`src/rtl/reset_release_sequencer.sv`:
```
// Purpose: releases NUM_STAGES per-domain active-low resets in order after a hold period, with ack/timeout gating.
// Latency: first release HOLD_CYCLES edges after RST_N high; each later release STAGE_GAP edges after the previous ack/timeout.
// Backpressure: a stage that never acks stalls the sequence for ACK_TIMEOUT edges, then it is forced forward and timeout_err is set.
module reset_release_sequencer #(
  parameter int NUM_STAGES  = 3,
  parameter int HOLD_CYCLES = 16,
  parameter int STAGE_GAP   = 4,
  parameter int ACK_TIMEOUT = 64,
  parameter int CNT_WIDTH   = 8
) (
  input  logic                  CLK,
  input  logic                  RST_N,
  input  logic                  soft_rst_req,
  input  logic [NUM_STAGES-1:0] stage_ack,
  output logic [NUM_STAGES-1:0] stage_rst_n,
  output logic [2:0]            stage_idx,
  output logic                  busy,
  output logic                  done,
  output logic                  timeout_err
);

  typedef enum logic [1:0] {
    HOLD     = 2'd0,
    WAIT_ACK = 2'd1,
    GAP      = 2'd2,
    DONE     = 2'd3
  } state_t;

  // Terminal counts: the counter starts at 0 on entry, so the N-th edge sees N-1.
  localparam logic [CNT_WIDTH-1:0] HOLD_LAST = CNT_WIDTH'(HOLD_CYCLES - 1);
  localparam logic [CNT_WIDTH-1:0] GAP_LAST  = CNT_WIDTH'(STAGE_GAP - 1);
  localparam logic [CNT_WIDTH-1:0] TMO_LAST  = CNT_WIDTH'(ACK_TIMEOUT - 1);
  localparam logic [CNT_WIDTH-1:0] CNT_ONE   = CNT_WIDTH'(1);
  localparam logic [2:0]           LAST_IDX  = 3'(NUM_STAGES - 1);

  state_t                  state, state_d;
  logic [CNT_WIDTH-1:0]    cnt, cnt_d;
  logic [NUM_STAGES-1:0]   rst_n_d;
  logic [2:0]              idx_d;
  logic [2:0]              idx_inc;
  logic                    busy_d, done_d, terr_d;
  logic                    cur_ack;

  // Select the ack bit of the stage currently awaited; all other bits are don't-care.
  always_comb begin
    cur_ack = 1'b0;
    for (int i = 0; i < NUM_STAGES; i++) begin
      if (i == {29'd0, stage_idx}) cur_ack = stage_ack[i];
    end
  end

  assign idx_inc = stage_idx + 3'd1;

  // Next-state and next-output logic; soft_rst_req overrides any ack or timeout on the same edge.
  always_comb begin
    state_d = state;
    cnt_d   = cnt;
    rst_n_d = stage_rst_n;
    idx_d   = stage_idx;
    busy_d  = busy;
    done_d  = done;
    terr_d  = timeout_err;

    if (soft_rst_req) begin
      state_d = HOLD;
      cnt_d   = '0;
      rst_n_d = '0;
      idx_d   = 3'd0;
      busy_d  = 1'b1;
      done_d  = 1'b0;
      terr_d  = 1'b0;
    end else begin
      case (state)
        HOLD: begin
          if (cnt == HOLD_LAST) begin
            rst_n_d[0] = 1'b1;
            cnt_d      = '0;
            state_d    = WAIT_ACK;
          end else begin
            cnt_d = cnt + CNT_ONE;
          end
        end
        WAIT_ACK: begin
          if (cur_ack || (cnt == TMO_LAST)) begin
            // A forced advance is flagged only when the ack really is missing.
            if (!cur_ack) terr_d = 1'b1;
            cnt_d = '0;
            if (stage_idx == LAST_IDX) begin
              state_d = DONE;
              done_d  = 1'b1;
              busy_d  = 1'b0;
            end else begin
              state_d = GAP;
            end
          end else begin
            cnt_d = cnt + CNT_ONE;
          end
        end
        GAP: begin
          if (cnt == GAP_LAST) begin
            idx_d   = idx_inc;
            cnt_d   = '0;
            state_d = WAIT_ACK;
            for (int i = 0; i < NUM_STAGES; i++) begin
              if (i == {29'd0, idx_inc}) rst_n_d[i] = 1'b1;
            end
          end else begin
            cnt_d = cnt + CNT_ONE;
          end
        end
        DONE: begin
          // Sequence complete: everything holds until a reset source arrives.
        end
        default: begin
          state_d = HOLD;
          cnt_d   = '0;
        end
      endcase
    end
  end

  // State and registered outputs; RST_N low restores the full reset state in one edge.
  always_ff @(posedge CLK) begin
    if (!RST_N) begin
      state       <= HOLD;
      cnt         <= '0;
      stage_rst_n <= '0;
      stage_idx   <= 3'd0;
      busy        <= 1'b1;
      done        <= 1'b0;
      timeout_err <= 1'b0;
    end else begin
      state       <= state_d;
      cnt         <= cnt_d;
      stage_rst_n <= rst_n_d;
      stage_idx   <= idx_d;
      busy        <= busy_d;
      done        <= done_d;
      timeout_err <= terr_d;
    end
  end

endmodule

```
`config.mk`:
```
export PLATFORM = sky130hd
export DESIGN_NAME = reset_release_sequencer
export DESIGN_NICKNAME = d
export VERILOG_FILES = /design/src/rtl/reset_release_sequencer.sv
export SDC_FILE = /design/constraint.sdc
export NUM_CORES = 1
export LEC_CHECK = 0
export ABC_CLOCK_PERIOD_IN_PS = 2600
export BUFFER_PORTS_ARGS = -buffer_cell sky130_fd_sc_hd__buf_2
export CORE_MARGIN = 2
export CORE_UTILIZATION = 30
export DETAILED_ROUTE_END_ITERATION = 12
export SKIP_LAST_GASP = 1
export SLEW_MARGIN = 20
export SYNTH_ARGS = -nofsm -noshare
export SYNTH_HDL_FRONTEND = slang
export SYNTH_SLANG_ARGS = --single-unit
```
`constraint.sdc`:
```
create_clock -name CLK -period 2.6 [get_ports CLK]
set_input_delay 0.26 -clock CLK [delete_from_list [all_inputs] [get_ports CLK]]
set_output_delay 0.26 -clock CLK [all_outputs]
set_load 0.02 [all_outputs]
```
# Word level (Yosys, flattened, before mapping)

Cells that the tools add are included.
W data, S select, Z words.

Bits in registers: 19
Input port bits: 6
Output and inout port bits: 9

Bitwise logic cells: 2
Reduce and logical (&&, ||, !) cells: 14
Add/subtract/negate cells: 2
Muxes and demuxes: 16
Eq/ne operators: 14

Operators with widths:

| cell                  | count |
|---|---|
| $mux W8               | 3 |
| $pmux W8 S3           | 1 |
| $reduce_and A3 Y1     | 4 |
| $add A8 B1 Y8 const B | 1 |
| $eq A8 B2 Y1 const B  | 1 |
| $eq A8 B4 Y1 const B  | 1 |
| $eq A8 B6 Y1 const B  | 1 |
| $ne A2 B2 Y1 const B  | 4 |
| $reduce_and A4 Y1     | 2 |
| $mux W1               | 7 |
| $eq A1 B3 Y1 const A  | 2 |
| $eq A2 B3 Y1 const A  | 2 |
| $logic_not A3 Y1      | 2 |
| $mux W2               | 3 |
| $pmux W2 S3           | 1 |
| $add A3 B1 Y3 const B | 1 |
| $eq A3 B2 Y1 const B  | 1 |
| $reduce_bool A3 Y1    | 1 |
| $eq A2 B1 Y1 const B  | 1 |
| $eq A2 B2 Y1 const B  | 1 |
| $logic_not A2 Y1      | 1 |
| $not A1 Y1            | 2 |
| $pmux W1 S2           | 1 |
| $reduce_and A2 Y1     | 1 |
| other kinds (3)       | 3 |

# Longest topological paths before layout

Depth after elaboration: 7
Mapped depth: 8
Depth with buffers taken out: 7

# Least setup slack after synthesis

OpenSTA, ideal clock, no wires.

Path type: reg-to-reg
Start: reg stage_idx[0]
End: reg cnt[7]
Library setup time: 0.101 ns
Arrival time: 2.103 ns
Path buffers: 0
Stages on the path, launching flop included: 8
Slack: 0.396 ns
Path through: dfxtp_1 -> inv_1 -> ha_1 -> a21oi_1 -> a221oi_1 -> o311ai_2 -> nand2_1 -> o41ai_1

Cells in the longest elaborated chain, start to end: 7
Elaborated cells on any way between the ends: 9
Classes of those cells: eq/ne (2); mux (5); reduce/logical (2)

RTL lines:

| element                | line | RTL |
|---|---|---|
| from (decl)            | 16   | `output logic [2:0] stage_idx,` |
| from (signal assigned) | 136  | `stage_idx <= idx_d;` |
| $logic_not A3 Y1       | 48   | `if (i == {29'd0, stage_idx}) cur_ack = stage_ack[i];` |
| $mux W1 (2 in series)  | 48   |  |
| $mux W1 *              | 48   |  |
| $logic_or A1 B1 Y1 *   | 84   | `if (cur_ack \|\| (cnt == TMO_LAST)) begin` |
| $mux W8 *              | 84   |  |
| $pmux W8 S3 *          | 73   | `case (state)` |
| to (signal assigned)   | 134  | `cnt <= cnt_d;` |
| to (decl)              | 37   | `logic [CNT_WIDTH-1:0] cnt, cnt_d;` |

Mark *: on every way between the ends. The rest lies on a longest branch, timed or not.
A chain may end at the register's enable or synchronous reset.

# Final worst setup path

Same ends and word-level chain as after synthesis.

==> impl_table.tex <==
\begin{tabular}{lr}
\hline
Metric & Value \\
\hline
\multicolumn{2}{l}{\textbf{Outcome}} \\
\quad Result of the run & completed \\
\multicolumn{2}{l}{\textbf{Clock tree}} \\
\quad Buffer type at the clock tree root & sky130\_fd\_sc\_hd\_\_clkbuf\_8 \\
\quad Clock tree from TritonCTS & built \\
\quad Number of hold buffers added after cts & 0 \\
\quad Post CTS Setup Buffer Count & 0 \\
\quad CTS HTree Levels & 1 \\
\quad Clock buffer depth & 2 \\
\quad Clock transition at the register clock pins on the worst setup and hold paths after CTS & 70 ps \\
\quad Insertion delay to the later sink of the worst-skew pair & 260 ps \\
\quad CTS Sinks & 19 \\
\quad Number of buffers inserted during clock tree synthesis & 3 \\
\quad Post-cts gate resize count & 0 \\
\multicolumn{2}{l}{\textbf{GRT}} \\
\quad Final global-route overflow total & 0 \\
\quad Maximum number of pins on one net before global-route repair & 13 \\
\quad Number of global-route vias before repair & 966 \\
\quad Global-route usage over all layers & 0.124 \\
\quad First-pass GRT wire length & 4150 um \\
\quad Number of antenna violations at the first check in global routing & 0 \\
\multicolumn{2}{l}{\textbf{Yosys}} \\
\quad Dominant combinational cell family by area after synthesis & simple AND/OR/NAND/NOR gates \\
\quad Simple logic cell fraction of the synthesized area & 0.232 \\
\quad Area share of fa/ha/maj cells after synthesis & 0.131 \\
\quad Synth warnings & 0 \\
\quad Netlist Area Pre-Place & 1150 um\^{}2 \\
\quad Mapped Avg Cell Area & 8.64 um\^{}2 \\
\quad Cell count after synthesis & 133 \\
\quad Multiplexer share of the synthesized area & 0.00871 \\
\quad Compound-Gate Fraction of Synth Area & 0.203 \\
\quad Leading register cell type out of synthesis & sky130\_fd\_sc\_hd\_\_dfxtp\_1 \\
\quad Number of distinct standard cells referenced by the synthesized netlist & 41 \\
\quad Sequential fraction of the synthesis area & 0.331 \\
\quad Synthesized Nets & 151 \\
\quad XOR/XNOR Fraction of Synth Area & 0.0229 \\
\quad Async SR Flop Fraction & 0 \\
\quad Number of synthesized register bits & 19 \\
\quad Number of enable flip-flop cells after synthesis & 0 \\
\multicolumn{2}{l}{\textbf{Worst setup path}} \\
\quad Largest fanout on the critical path & 8 \\
\quad Required time of the critical path & 2740 ps \\
\quad Crit start category & register \\
\quad Origin of the critical flop-to-flop path & stage\_idx[0]\$\_SDFFE\_PP0P\_ \\
\quad Startpoint-to-endpoint class of the critical path & reg2reg \\
\quad Arrival time of the worst setup path & 2410 ps \\
\quad Cell depth of the worst flop-to-flop path & 7 \\
\quad CP Capture Type & register \\
\quad Crit. Startpoint & stage\_idx[0]\$\_SDFFE\_PP0P\_ \\
\multicolumn{2}{l}{\textbf{Cells and area}} \\
\quad Layout Nets & 167 \\
\quad Antenna Diode Count & 0 \\
\quad Relative area change from synthesis to final layout & 14.9\% \\
\quad Filler Cell Count & 381 \\
\quad Combined area of the multi-input logic cells & 696 um\^{}2 \\
\quad Most frequent standard cell in the layout excluding fill and tap cells & sky130\_fd\_sc\_hd\_\_dfxtp\_1 \\
\quad Fraction of final layout cells with drive strength greater than 1 & 0.209 \\
\quad Register Area & 380 um\^{}2 \\
\quad Leading cell types in the layout, fill and taps excluded & sky130\_fd\_sc\_hd\_\_dfxtp\_1 (19), sky130\_fd\_sc\_hd\_\_buf\_2 (14), sky130\_fd\_sc\_hd\_\_inv\_1 (12), sky130\_fd\_sc\_hd\_\_nor2\_1 (12), sky130\_fd\_sc\_hd\_\_ha\_1 (12) \\
\multicolumn{2}{l}{\textbf{Floorplan}} \\
\quad Initial core utilization & 0.314 \\
\quad Die area & 4340 um\^{}2 \\
\quad Die span in x & 65.9 um \\
\quad Number of top-level design ports & 15 \\
\quad Core ar. & 3660 um\^{}2 \\
\quad Site Rows & 22 \\
\quad Height of the die & 65.9 um \\
\multicolumn{2}{l}{\textbf{Pwr}} \\
\quad Lkg Pwr & 0.502 nW \\
\quad Maximum resistive drop on vdd & 0.241 mV \\
\quad Cell area power density & 394 nW/um\^{}2 \\
\quad Total power of the final layout & 0.520 mW \\
\multicolumn{2}{l}{\textbf{Placed design}} \\
\quad Weighted congestion reported at the end of routability-driven placement & 0.840 \\
\quad Detail Placement HPWL & 1830 um \\
\quad Count of buffers inserted at the top-level ports & 14 \\
\multicolumn{2}{l}{\textbf{Detailed routing}} \\
\quad Total vias in the final route & 933 \\
\quad Number of antenna-violating nets in the routed design & 0 \\
\quad Overall routed net length & 2390 um \\
\quad Number of vias per cell after detailed routing & 4.76 \\
\quad 1st-pass router iterations & 4 \\
\quad DRC errors left & 0 \\
\quad Detailed-route wire length per cell & 12.2 um \\
\quad Initial DRC Count & 36 \\
\multicolumn{2}{l}{\textbf{Timing}} \\
\quad Clock tree skew after final layout & 5.87 ps \\
\quad Final hold slack & 369 ps \\
\quad Unrepaired setup endpoints after global routing & no \\
\quad Total negative slack for setup checks & 0 ps \\
\quad Setup-violating endpoint count in the final report & 0 \\
\quad Max-slew violation total from the final report & 0 \\
\quad Final-report hold violation count & 0 \\
\quad Final clock period utilization by the worst path & 0.869 \\
\quad Minimum clock period & 2260 ps \\
\quad Worst slew pin tran & 695 ps \\
\quad Fmax & 442 MHz \\
\quad Worst relative slew slack & 0.536 \\
\multicolumn{2}{l}{\textbf{Min path}} \\
\quad Class of the tightest hold or removal check & in2reg \\
\quad Launch instance of the worst min-delay path & soft\_rst\_req \\
\quad Depth of the worst hold-timing path & 4 \\
\multicolumn{2}{l}{\textbf{Job}} \\
\quad Max-cap violations & 0 \\
\hline
\end{tabular}
## final timing paths
check	endpoint	slack (ps)
setup / recovery	cnt[7]$_SDFFE_PP0P_	340
hold / removal	busy$_SDFFE_PP1P_	370
setup reg to reg	cnt[7]$_SDFFE_PP0P_	340
hold reg to reg	timeout_err$_SDFFE_PP0P_	470
## area by class of cell
cell class,instances,area share
Inverter,12,0.0341
Timing Repair Buffer,17,0.0701
Clock inverter,1,0.00379
Sequential cell,19,0.288
Tap cell,48,0.0455
Clock buffer,3,0.0313
Multi-Input combinational cell,96,0.527
## cells by family after synthesis
| kind of cell | after synthesis |
|---|---|
| xor gates and xnor gates | 3 |
| AOI/OAI and AO/OA | 32 |
| muxes | 1 |
| buffers and inverters | 18 |
| adders and majority gates | 12 |
| and+or+nand+nor | 48 |
| DFF | 19 |
## through the flow
step           instance area (um^2)  utilization  std cells  setup slack (ps)
6_report                       1320        0.361        196               340
3_5_place_dp                   1260        0.345        192               240
5_1_grt                        1320        0.361        196               172
4_1_cts                        1310        0.358        196               222
3_3_place_gp                   1260        0.345        192               361
2_1_floorplan                  1150            -        133               396
## worst max-delay path, stage by stage (launching register included)
cell	delay, ps
sky130_fd_sc_hd__dfxtp_1	430
sky130_fd_sc_hd__inv_1	140
sky130_fd_sc_hd__ha_1	250
sky130_fd_sc_hd__a21oi_1	130
sky130_fd_sc_hd__a221oi_1	170
sky130_fd_sc_hd__o311ai_4	430
sky130_fd_sc_hd__nand2_1	230
sky130_fd_sc_hd__o41ai_1	370
## synth_stat cells, drive strengths merged, types with 2 or more instances
cell type	count	area, um^2
nand3	7	40.0
nand2	8	30.0
nor2b	2	12.5
or4	2	22.5
or3	3	18.8
o21a	4	30.0
a22oi	2	15.0
nor2	14	67.6
nand2b	3	18.8
o21ai	5	25.0
ha	12	150
clkbuf	2	7.51
o31ai	3	27.5
inv	12	45.0
a21oi	4	23.8
nor3	3	15.0
dfxtp	19	380
o22ai	3	18.8
nand3b	2	15.0
a31oi	4	25.0
xnor2	2	17.5
buf	4	30.0
## flip-flops by register name, indices dropped and copies added, names as in the netlist
name / cells
cnt: 8
stage_idx: 3
stage_rst_n: 3
state: 2
busy: 1
done: 1
timeout_err: 1
## power breakdown
part           internal (mW)  total [mW]  leakage [nW]  switching [mW]
logic                0.00831      0.0209         0.323          0.0126
registers              0.292       0.294         0.153         0.00153
clock network          0.106       0.205        0.0255          0.0989
total                  0.407       0.520         0.502           0.113
## layer usage
metal / track usage / vias to the layer above / share of wire
li1: - / 494 / -
met2: 0.211 / 13 / 0.47
met5: 0 / - / 0
met3: 0.0409 / 2 / 0.028
met1: 0.153 / 424 / 0.49
met4: 0.0234 / 0 / 0.0042
Power figures use the tool's default switching activity.
